<file path="src/rtl/spi_hedef_birimi.sv">
// SPI target: synchronized pads, modes 0-3, MSB/LSB first, one-word TX holding register with same-cycle bypass.
// rx_data_o/rx_valid_o one cycle after the last sample edge; tx_ready_o low while holding is full, no other backpressure.
`timescale 1ns/1ps
module spi_hedef_birimi #(
    parameter int TXN_W  = 8,
    parameter int SYNC_N = 2
) (
    input  logic             clk_i,
    input  logic             rst_i,
    input  logic             cpol_i,
    input  logic             cpha_i,
    input  logic             msb_first_i,
    input  logic [TXN_W-1:0] tx_data_i,
    input  logic             tx_valid_i,
    output logic             tx_ready_o,
    output logic [TXN_W-1:0] rx_data_o,
    output logic             rx_valid_o,
    output logic             tx_underrun_o,
    output logic             frame_abort_o,
    output logic             busy_o,
    input  logic             sck_i,
    input  logic             csn_i,
    input  logic             mosi_i,
    output logic             miso_o,
    output logic             miso_oe_o
);
    localparam int CNT_W = $clog2(TXN_W);

    typedef enum logic {BOSTA, KAYDIR} state_t;

    state_t             state_q, state_d;
    logic [SYNC_N-1:0]  sck_sync_q, sck_sync_d;
    logic [SYNC_N-1:0]  csn_sync_q, csn_sync_d;
    logic [SYNC_N-1:0]  mosi_sync_q, mosi_sync_d;
    logic               sck_prev_q, sck_prev_d;
    logic               csn_prev_q, csn_prev_d;
    logic               cpol_q, cpol_d;
    logic               cpha_q, cpha_d;
    logic               msb_q, msb_d;
    logic [CNT_W-1:0]   cnt_q, cnt_d;
    logic               sampled_q, sampled_d;
    logic               done_q, done_d;
    logic               urun_pend_q, urun_pend_d;
    logic [TXN_W-1:0]   tx_sr_q, tx_sr_d;
    logic [TXN_W-1:0]   rx_sr_q, rx_sr_d;
    logic [TXN_W-1:0]   rx_data_q, rx_data_d;
    logic               rx_valid_q, rx_valid_d;
    logic               urun_q, urun_d;
    logic               abort_q, abort_d;
    logic [TXN_W-1:0]   hold_q, hold_d;
    logic               hold_full_q, hold_full_d;

    logic               sck_s, csn_s, mosi_s;
    logic               sck_rise, sck_fall, csn_fall, csn_rise;
    logic               samp_edge, shift_edge;
    logic               load_now, load_zero;
    logic [TXN_W-1:0]   load_word;

    always_comb begin
        sck_s      = sck_sync_q[SYNC_N-1];
        csn_s      = csn_sync_q[SYNC_N-1];
        mosi_s     = mosi_sync_q[SYNC_N-1];
        sck_rise   = sck_s & ~sck_prev_q;
        sck_fall   = ~sck_s & sck_prev_q;
        csn_fall   = ~csn_s & csn_prev_q;
        csn_rise   = csn_s & ~csn_prev_q;
        // Sample on rising sck for modes 0/3, falling for modes 1/2.
        samp_edge  = (cpol_q ^ cpha_q) ? sck_fall : sck_rise;
        shift_edge = (cpol_q ^ cpha_q) ? sck_rise : sck_fall;

        load_zero = 1'b0;
        if (hold_full_q) begin
            load_word = hold_q;
        end else if (tx_valid_i) begin
            load_word = tx_data_i;
        end else begin
            load_word = '0;
            load_zero = 1'b1;
        end

        sck_sync_d  = {sck_sync_q[SYNC_N-2:0], sck_i};
        csn_sync_d  = {csn_sync_q[SYNC_N-2:0], csn_i};
        mosi_sync_d = {mosi_sync_q[SYNC_N-2:0], mosi_i};
        sck_prev_d  = sck_s;
        csn_prev_d  = csn_s;

        state_d     = state_q;
        cpol_d      = cpol_q;
        cpha_d      = cpha_q;
        msb_d       = msb_q;
        cnt_d       = cnt_q;
        sampled_d   = sampled_q;
        done_d      = done_q;
        urun_pend_d = urun_pend_q;
        tx_sr_d     = tx_sr_q;
        rx_sr_d     = rx_sr_q;
        rx_data_d   = rx_data_q;
        hold_d      = hold_q;
        hold_full_d = hold_full_q;
        rx_valid_d  = 1'b0;
        urun_d      = 1'b0;
        abort_d     = 1'b0;
        load_now    = 1'b0;

        case (state_q)
            BOSTA: begin
                if (csn_fall) begin
                    state_d   = KAYDIR;
                    cpol_d    = cpol_i;
                    cpha_d    = cpha_i;
                    msb_d     = msb_first_i;
                    cnt_d     = '0;
                    rx_sr_d   = '0;
                    load_now  = 1'b1;
                end
            end
            KAYDIR: begin
                if (csn_rise) begin
                    state_d     = BOSTA;
                    abort_d     = (cnt_q != '0);
                    cnt_d       = '0;
                    sampled_d   = 1'b0;
                    done_d      = 1'b0;
                    urun_pend_d = 1'b0;
                    tx_sr_d     = '0;
                    rx_sr_d     = '0;
                end else if (samp_edge) begin
                    rx_sr_d   = msb_q ? {rx_sr_q[TXN_W-2:0], mosi_s}
                                      : {mosi_s, rx_sr_q[TXN_W-1:1]};
                    sampled_d = 1'b1;
                    if (urun_pend_q) begin
                        urun_d      = 1'b1;
                        urun_pend_d = 1'b0;
                    end
                    if (cnt_q == CNT_W'(TXN_W-1)) begin
                        cnt_d      = '0;
                        rx_data_d  = rx_sr_d;
                        rx_valid_d = 1'b1;
                        done_d     = 1'b1;
                    end else begin
                        cnt_d = cnt_q + CNT_W'(1);
                    end
                end else if (shift_edge) begin
                    // Shift edges before the first sample of a word (CPHA=1 lead-in) keep bit 0 on miso.
                    if (done_q) begin
                        load_now = 1'b1;
                    end else if (sampled_q) begin
                        tx_sr_d = msb_q ? {tx_sr_q[TXN_W-2:0], 1'b0}
                                        : {1'b0, tx_sr_q[TXN_W-1:1]};
                    end
                end
            end
            default: state_d = BOSTA;
        endcase

        if (load_now) begin
            tx_sr_d     = load_word;
            urun_pend_d = load_zero;
            sampled_d   = 1'b0;
            done_d      = 1'b0;
        end

        // A bypass load consumes tx_data_i directly, so the holding register is not written that cycle.
        if (load_now && hold_full_q) begin
            hold_full_d = 1'b0;
        end else if (!load_now && tx_valid_i && !hold_full_q) begin
            hold_d      = tx_data_i;
            hold_full_d = 1'b1;
        end
    end

    always_ff @(posedge clk_i) begin
        if (rst_i) begin
            state_q     <= BOSTA;
            sck_sync_q  <= '0;
            csn_sync_q  <= '0;
            mosi_sync_q <= '0;
            sck_prev_q  <= 1'b0;
            csn_prev_q  <= 1'b0;
            cpol_q      <= 1'b0;
            cpha_q      <= 1'b0;
            msb_q       <= 1'b0;
            cnt_q       <= '0;
            sampled_q   <= 1'b0;
            done_q      <= 1'b0;
            urun_pend_q <= 1'b0;
            tx_sr_q     <= '0;
            rx_sr_q     <= '0;
            rx_data_q   <= '0;
            rx_valid_q  <= 1'b0;
            urun_q      <= 1'b0;
            abort_q     <= 1'b0;
            hold_q      <= '0;
            hold_full_q <= 1'b0;
        end else begin
            state_q     <= state_d;
            sck_sync_q  <= sck_sync_d;
            csn_sync_q  <= csn_sync_d;
            mosi_sync_q <= mosi_sync_d;
            sck_prev_q  <= sck_prev_d;
            csn_prev_q  <= csn_prev_d;
            cpol_q      <= cpol_d;
            cpha_q      <= cpha_d;
            msb_q       <= msb_d;
            cnt_q       <= cnt_d;
            sampled_q   <= sampled_d;
            done_q      <= done_d;
            urun_pend_q <= urun_pend_d;
            tx_sr_q     <= tx_sr_d;
            rx_sr_q     <= rx_sr_d;
            rx_data_q   <= rx_data_d;
            rx_valid_q  <= rx_valid_d;
            urun_q      <= urun_d;
            abort_q     <= abort_d;
            hold_q      <= hold_d;
            hold_full_q <= hold_full_d;
        end
    end

    assign busy_o        = (state_q == KAYDIR);
    assign miso_oe_o     = busy_o;
    assign miso_o        = busy_o & (msb_q ? tx_sr_q[TXN_W-1] : tx_sr_q[0]);
    assign tx_ready_o    = ~hold_full_q;
    assign rx_data_o     = rx_data_q;
    assign rx_valid_o    = rx_valid_q;
    assign tx_underrun_o = urun_q;
    assign frame_abort_o = abort_q;

endmodule

</file>
<file path="config.mk">
export PLATFORM = sky130hd
export DESIGN_NAME = spi_hedef_birimi
export DESIGN_NICKNAME = d
export VERILOG_FILES = /design/src/rtl/spi_hedef_birimi.sv
export SDC_FILE = /design/constraint.sdc
export NUM_CORES = 1
export LEC_CHECK = 0
export CORE_ASPECT_RATIO = 0.6
export CORE_MARGIN = 2
export CORE_UTILIZATION = 40
export CTS_BUF_LIST = sky130_fd_sc_hd__clkbuf_8 sky130_fd_sc_hd__clkbuf_16
export DETAILED_ROUTE_END_ITERATION = 16
export PLACE_DENSITY_LB_ADDON = 0.1
export SETUP_SLACK_MARGIN = 0.3
export SYNTH_ARGS = -nofsm -noshare
export SYNTH_HDL_FRONTEND = slang
export SYNTH_SLANG_ARGS = --single-unit
</file>
<file path="constraint.sdc">
create_clock -name clk_i -period 1.7 [get_ports clk_i]
set_input_delay 0.425 -clock clk_i [delete_from_list [all_inputs] [get_ports clk_i]]
set_output_delay 0.425 -clock clk_i [all_outputs]
set_load 0.005 [all_outputs]
</file>
Word level (Yosys, flattened, before mapping) --
Cells that the tools add are included.
Word-level totals: register bits 54, output and inout bits 15
Cells by class: $add $sub $neg 1, equality and inequality tests 5, multiplexer cells 44, bitwise logic cells 15, reduce and logical (&&, ||, !) cells 24
Operators with widths (number):
- $mux 8 | 14
- $mux 1 | 22
- $pmux 8 s2 | 1
- $mux 3 | 4
- $reduce_bool 3->1 | 4
- $reduce_and 2->1 | 5
- $not 1->1 | 9
- $ne 3x1->1 const B | 2
- $pmux 3 s2 | 1
- $reduce_bool 2->1 | 3
- $and 1x1->1 | 5
- $reduce_and 5->1 | 1
- $pmux 1 s2 | 2
- $reduce_and 4->1 | 1
- $reduce_or 2->1 | 2
- $reduce_or 4->1 | 1
- $add 3x1->3 const B | 1
- $eq 3x3->1 const B | 1
- $logic_and 1x1->1 | 3
- $ne 3x2->1 const B | 1
- $reduce_and 3->1 | 1
- $reduce_or 3->1 | 1
- $logic_not 1->1 | 2
- $ne 2x2->1 const B | 1
- $xor 1x1->1 | 1

Longest topological paths before layout --
Gate-level depths: netlist of run 1.
depth in word-level cells 11, gate-level depth with buffers 7, gate-level depth less buffers 5

Least setup slack after synthesis of run 1 --
No wires, ideal clock.
kind flip-flop to flip-flop, start register state_q, in the netlist busy_o, end register cnt_q[0], data arrival time 1.636 ns, setup slack -0.007 ns, stages on the path, launching flop included 7, cells stage by stage dfxtp_1 > or3b_1 > buf_4 > nand2_2 > o21ba_2 > or4_1 > a21oi_1
Between the ends: longest elaborated chain between the ends 3, elaborated cells between the ends (all ways) 5, those cells by class 2 x eq/ne; 1 x mux; 1 x bitwise; 1 x reduce/logical
Ends and longest elaborated chain:
- from (decl) | line 31 | state_t state_q, state_d;
- from (signal assigned) | line 196 | state_q <= state_d;
- $not 1->1 (no line)
- $ne 2x2->1 (no line)
- $reduce_and 2->1 (no line)
- to (signal assigned) | line 205 | cnt_q <= cnt_d;
- to (decl) | line 40 | logic [CNT_W-1:0] cnt_q, cnt_d;
Parallel ways exist; a longest one is shown, timed or not. A chain may end at the register's enable or synchronous reset.

Worst setup path in the final report of run 1 --
start register cpha_q, end register hold_q[1]
Between the ends: longest elaborated chain between the ends 10, elaborated cells between the ends (all ways) 13, those cells by class 6 x mux; 2 x bitwise; 5 x reduce/logical
Ends and longest elaborated chain:
- from (decl) | line 38 | logic cpha_q, cpha_d;
- from (signal assigned) | line 203 | cpha_q <= cpha_d;
- $xor 1x1->1 * | line 68, 69
- $mux 1 | line 69 | shift_edge = (cpol_q ^ cpha_q) ? sck_rise : sck_fall;
- $mux 1 | line 143 | end else if (shift_edge) begin
- $mux 1 * | line 127 | end else if (samp_edge) begin
- $mux 1 * | line 118 | if (csn_rise) begin
- $pmux 1 s2 * | line 105 | case (state_q)
- $logic_not 1->1 | line 166 | end else if (!load_now && tx_valid_i && !hold_full_q) begin
- $logic_and 1x1->1 (2 in a row) | line 166
- $reduce_and 2->1 (no line) *
- to (signal assigned) | line 215 | hold_q <= hold_d;
- to (decl) | line 50 | logic [TXN_W-1:0] hold_q, hold_d;
Mark *: on every way between the ends. The rest lies on a longest branch, timed or not.

==> flow_summary.ini, run 1 <==
[setup_path]
crit_path_cell_trace = xnor2_4 -> buf_6 -> mux2_4 -> a21oi_4 -> buf_12 -> mux2i_1 -> nor2_1
crit_path_max_incr_delay_ns = 0.37
cp-start-kind = flop
critPathRequiredTime_ns = 1.92
critPathCaptureType = flop
cp_slowest_cell = dfxtp_4
cp_max_fo = 8
path_class = reg -> reg
cp.arrival_ns = 1.95

[clock_network]
clock-sinks = 54
cts_tree = done
cts_buffers = 5
path_clk_slew_ns = 0.10
cts_root_buf = clkbuf_8
htree_num_levels = 2
clock_path_buffers = 2
clock_latency_ns = 0.31

[yosys]
syn_area_um2 = 2507
synth_compound_area_share_pct = 12.03
yosys.area.top_type = dfxtp_1
yosysUniqueCellTypes = 41
yosys.cell_count.top_type = dfxtp_1
synth-xor-area-share_pct = 0.9980
synth_cells = 279
syn_avg_cell_area_um2 = 8.987
syn_nets = 299
synth_adder_area_share_pct = 1.497
ys_seq_elements = 54
synthArstFlopShare_pct = 0
synth-main-ff-cell = dfxtp_1
netlist_top_cells_area = dfxtp_1, mux2i_1, nor2_1, mux2_2, nand2_1
yosysWarnings = 0
synth_top_area_share_pct = 43.11
synth-edff-count = 0
ys_seq_area_share_pct = 43.11
ys_top_cells_by_count = dfxtp_1, nor2_1, mux2i_1, nand2_1, mux2_2
synth.area.mux_share_pct = 15.97
yosys.area_share.simple_pct = 22.50
synth_top_family_by_area = simple AND/OR/NAND/NOR gates

[sta]
period_share_pct = 101.6
fin_ws_ns = -0.02746
relSlewSlack_pct = 63.40
holdWs_ns = 0.4487
tightest_slew_ns = 0.5479
slew_viol_final = 0
clock_skew_ns = 0.009024
finalHoldViolCount = 0
min_period_ns = 1.727
max_freq_mhz = 578.9
setup_viol = 7
rsz0062_at_grt = true

[place]
place_congestion = 0.8022
hpwl_um = 4173
io_buffers = 31
placedInstanceArea_um2 = 3167
pre_cts_slack_ns = -0.1767

[global_route]
overflow = 0
grt_pass1_vias = 2061
track_usage_pct = 17.81
antenna_found_initial = 0
grt_pass1_wl_um = 9791
grt_max_degree = 19

[die]
pin_count = 32
core_area_um2 = 6083
die_height_um = 65.33
start_util_pct = 41.22
placementRows = 22
die_w_um = 106.2
fp.dieArea_um2 = 6939

[finish]
final_core_utilization_pct = 58.19
num-nets-final = 363
fill_cells = 552
drive_gt1_share_pct = 34.11
diodes = 0
final_cell_area_um2 = 3540
area_delta_synth_final_pct = 41.17

[route]
routedWlPerCell_um = 14.21
drtIter0Drc = 96
ant_nets = 0
drc_errors = 0
first_pass_iters = 4
vias = 2159
routed_wl_um = 6067
viasPerCell = 5.056

[pwr]
pwr_density_cell_nw_per_um2 = 660.1
vdd_drop_max_mv = 0.3250
leakagePower_nw = 1.379

[outcome]
status = complete, but fails checks
violations = negative setup slack

[min_path]
min_path_type = reg -> reg

[job]
maxCapViolCount = 0
## critical path, delay by kind of cell, from the launching register on
kind	cells	cell delay [ns]
multiplexers	2	0.56
AND/OR/NAND/NOR	1	0.05
XOR/XNOR	1	0.21
AO/OA/AOI/OAI	1	0.16
flip-flops	1	0.37
buffers and inverters	2	0.28
## layer usage
metal | part of all wire [%] | wire (µm) | track usage [%] | vias to the layer above
li1 | - | - | - | 1096
met1 | 51 | 3091 | 26.21 | 1024
met2 | 44 | 2663 | 26.36 | 34
met3 | 4.4 | 264 | 3.571 | 5
met4 | 0.79 | 48 | 4.934 | 0
met5 | 0 | 0 | 0 | -
## power by group
group          switching [mW]  internal, mW
Combinational           0.145         0.156
Clock                   0.438         0.283
Sequential             0.0194          1.30
## area by class of cell
cell class              instances  area, µm²  share of cell area, %
multi-input cells             203       1553                  43.87
flip-flops and latches         54       1097                  31.00
repair buffers                 75      680.7                  19.23
well taps                      84      105.1                  2.969
clock buffers                   5      68.82                  1.944
inverters                       4      20.02                 0.5656
clock inverters                 2      15.01                 0.4242
## path summary, 6_finish.rpt
kind	endpoint	startpoint	slack, ns	cells past startpoint
worst max-delay path	hold_q[1]$_SDFFE_PP0P_	cpha_q$_SDFFE_PP0P_	-0.03	7
worst min register to register	mosi_sync_q[1]$_SDFF_PP0_	mosi_sync_q[0]$_SDFF_PP0_	0.45	1
worst max register to register	hold_q[1]$_SDFFE_PP0P_	cpha_q$_SDFFE_PP0P_	-0.03	7
worst min-delay path	mosi_sync_q[1]$_SDFF_PP0_	mosi_sync_q[0]$_SDFF_PP0_	0.45	1
## placed cells by master (no fill, tap or decap), types with 3 or more instances in the layout
master	n
nor3_1	9
a21oi_1	7
ha_1	3
dlygate4sd2_1	10
a31oi_1	6
clkdlybuf4s50_1	16
nand2_1	22
a22oi_2	8
buf_4	31
dfxtp_2	10
clkbuf_8	5
dfxtp_1	43
nor2_1	44
and2_1	6
mux2_2	12
inv_1	3
a21oi_2	3
a211oi_1	6
mux2i_1	22
nor2b_1	11
buf_6	12
a211oi_2	4
## flip-flops by register name (all words and copies together) (netlist names), 2 cells and up
register	flops
rx_sr_q	8
csn_sync_q	2
cnt_q	3
mosi_sync_q	2
hold_q	8
sck_sync_q	2
tx_sr_q	8
rx_data_o	8
## stage by stage
step | total power [mW] | TNS (ns) | cells
after detailed placement | 1.608 | -1.244 | 411
final | 2.337 | -0.08588 | 427
after floorplan | 1.485 | 0 | 279
after global routing | 2.442 | -1.739 | 427
after CTS | 2.336 | -0.1443 | 422
after global placement | 1.606 | -0.7037 | 411
## cell families after synthesis
logic type,after synthesis
AOI/OAI and AO/OA,43
xor gates and xnor gates,2
adders and majority gates,3
buffers and inverters,22
DFF,54
muxes,38
and+or+nand+nor,117
## repair_timing
| item | CTS | global route |
|---|---|---|
| resized for setup | 50 | 36 |
| pin swaps | 3 | 32 |
| hold buffers | 0 | 0 |
| cloned | 0 | 1 |
| endpoints found under the hold margin | 0 | 0 |
| setup endpoints to repair | 56 | 45 |
| setup buffers | 4 | 4 |
Power figures use the tool's default switching activity.
==> inputs of run 2 (changes only) <==
--- a/config.mk
+++ b/config.mk
@@ -5,6 +5,7 @@
 export SDC_FILE = /design/constraint.sdc
 export NUM_CORES = 1
 export LEC_CHECK = 0
+export ABC_CLOCK_PERIOD_IN_PS = 1700
 export CORE_ASPECT_RATIO = 0.6
 export CORE_MARGIN = 2
 export CORE_UTILIZATION = 40
==> results of run 2 <==
The final DEF is identical to that of run 1; final timing and power are the same.
==> inputs of run 3 (changes only) <==
--- a/config.mk
+++ b/config.mk
@@ -6,11 +6,14 @@
 export NUM_CORES = 1
 export LEC_CHECK = 0
 export ABC_CLOCK_PERIOD_IN_PS = 1700
+export CELL_PAD_IN_SITES_DETAIL_PLACEMENT = 1
+export CELL_PAD_IN_SITES_GLOBAL_PLACEMENT = 2
 export CORE_ASPECT_RATIO = 0.6
 export CORE_MARGIN = 2
-export CORE_UTILIZATION = 40
+export CORE_UTILIZATION = 30
 export CTS_BUF_LIST = sky130_fd_sc_hd__clkbuf_8 sky130_fd_sc_hd__clkbuf_16
 export DETAILED_ROUTE_END_ITERATION = 16
+export HOLD_SLACK_MARGIN = 0.08
 export PLACE_DENSITY_LB_ADDON = 0.1
 export SETUP_SLACK_MARGIN = 0.3
 export SYNTH_ARGS = -nofsm -noshare
==> run 3 against run 2 <==
Net effect:
- the flow still finishes with violations (negative setup slack)
- clock skew shrank 0.0034 ns
- die area increased by 32%
- count of clock-buffer cells in the layout up 1
- non-clock buffer count down 2
- worst setup slack got worse by 0.021 ns
- via count rose by 1.6%
- core utilization is 13 points lower
- clock power grew 50%
- critical endpoint is now hold_q[2]$_SDFFE_PP0P_
- largest cell class unchanged
- largest power group unchanged
==> flow_summary.ini, run 3 (same netlist as run 1, synthesis figures left out) <==
[sta]
max_freq_mhz = 571.9
setup-tns-final_ns = -0.3933
rsz0062_at_grt = true
fin_ws_ns = -0.04852
period_share_pct = 102.9
slew_viol_final = 0
min_period_ns = 1.749
clock_skew_ns = 0.005643
finalHoldViolCount = 0
tightest_slew_ns = 0.5247
setup_viol = 12
relSlewSlack_pct = 64.95

[clock_network]
path_clk_slew_ns = 0.07
cts_tree = done
cts_root_buf = clkbuf_16
htree_num_levels = 2
clock_path_buffers = 2
clock_latency_ns = 0.30
clock-sinks = 54
cts_buffers = 5

[pwr]
power.switching_uw = 662.5
internal_power_mw = 2.038
p_comb_share_pct = 11.5
vdd_drop_max_mv = 0.3676
p_total_mw = 2.701
pwr_density_cell_nw_per_um2 = 751.0
leakagePower_nw = 1.406
pwr-share-seq_pct = 48.7
clock_power_share_pct = 39.8
p_sw_share_pct = 24.53

[finish]
num-nets-final = 361
drive_gt1_share_pct = 33.33
diodes = 0
area_delta_synth_final_pct = 43.41
final_common_cell = nor2_1
mostFrequentLayoutCells = nor2_1, dfxtp_1, buf_4, mux2i_1, nand2_1
final_cells = 450

[place]
dp.cells = 434
place_congestion = 0.7601
hpwl_um = 5037
io_buffers = 31
pre_cts_slack_ns = -0.2369

[setup_path]
crit_path_max_incr_delay_ns = 0.37
crit_path_cell_trace = xnor2_4 -> buf_6 -> mux2_4 -> a21oi_4 -> buf_12 -> mux2i_1 -> nor2_1
critPathCaptureType = flop
cp.arrival_ns = 1.94
critPathRequiredTime_ns = 1.89
cp_max_fo = 8
cp_slowest_cell = dfxtp_4
path_class = reg -> reg
cp-start-kind = flop

[outcome]
status = complete, but fails checks
violations = negative setup slack

[die]
die_height_um = 74.82
fp.dieArea_um2 = 9129
placementRows = 25
pin_count = 32
core_area_um2 = 7976
start_util_pct = 31.44
die_w_um = 122.0

[global_route]
grt_pass1_wl_um = 11630
overflow = 0
grt_pass1_vias = 2167
antenna_found_initial = 0
grt_max_degree = 18
track_usage_pct = 16.93

[route]
routed_wl_um = 7239
drc_errors = 0
vias = 2194
drtIter0Drc = 67
viasPerCell = 4.876
ant_nets = 0
first_pass_iters = 4
routedWlPerCell_um = 16.09

[min_path]
min_path_type = reg -> reg

[job]
maxCapViolCount = 0
[run 3: changes by cell type in the layout (fill, tap and decap cells not counted), sizes merged]
cell           before  now
buf                47   44
clkbuf              6    8
clkdlybuf4s50      16   15
clkinv              1    2
dlygate4sd2        10   11
clkinvlp            2    1
[run 3: worst paths after layout]
check	cells after the start	end	slack, ns	start
setup / recovery	7	hold_q[2]$_SDFFE_PP0P_	-0.05	cpha_q$_SDFFE_PP0P_
hold / removal	1	csn_sync_q[1]$_SDFF_PP0_	0.45	csn_sync_q[0]$_SDFF_PP0_
setup reg to reg	7	hold_q[2]$_SDFFE_PP0P_	-0.05	cpha_q$_SDFFE_PP0P_
hold reg to reg	1	csn_sync_q[1]$_SDFF_PP0_	0.45	csn_sync_q[0]$_SDFF_PP0_
[run 3: timing repair]
action,4_1_cts,5_1_grt
buffers inserted,4,3
pin swaps,5,20
hold buffers,0,0
setup endpoints to repair,57,47
gates cloned,1,0
resized for setup,46,36
[run 3: metrics by stage]
stage	instance area (µm²)	hold WS [ns]	utilization (%)
after floorplan	2554	0.4137	-
after global placement	3202	0.4236	40.14
after detailed placement	3202	0.4445	40.14
after CTS	3432	0.4545	43.03
after global routing	3596	0.4727	45.08
final	3596	0.4479	45.08
[run 3: power groups by stage]
stage                     combinational (mW)  sequential, mW  clock, mW
final                                  0.309            1.32       1.08
after global routing                   0.335            1.32       1.18
after CTS                              0.289            1.32       1.10
after detailed placement               0.277            1.34          0
after global placement                 0.276            1.34          0
after floorplan                        0.146            1.34          0
[run 3: critical path, delay by kind of cell (launching register included)]
| kind | cells | cell delay, ns |
|---|---|---|
| xor gates and xnor gates | 1 | 0.19 |
| buffers and inverters | 2 | 0.29 |
| AOI/OAI and AO/OA | 1 | 0.17 |
| and+or+nand+nor | 1 | 0.05 |
| muxes | 2 | 0.57 |
| DFF | 1 | 0.37 |
[run 3: final cells by class]
| class | instances | area, µm² |
|---|---|---|
| clock buffers | 6 | 138.9 |
| clock inverters | 2 | 12.51 |
| fillers | 938 | 4380 |
| inverters | 4 | 16.27 |
| multi-input cells | 203 | 1520 |
| flip-flops and latches | 54 | 1097 |
| well taps | 108 | 135.1 |
| repair buffers | 73 | 675.6 |
[run 3: routing by layer]
layer,GRT usage [%],vias up,wire [µm]
li1,-,1094,-
met1,26.15,1067,4095
met2,23.28,26,2857
met3,3.636,7,206
met4,4.981,0,79
met5,0,-,0
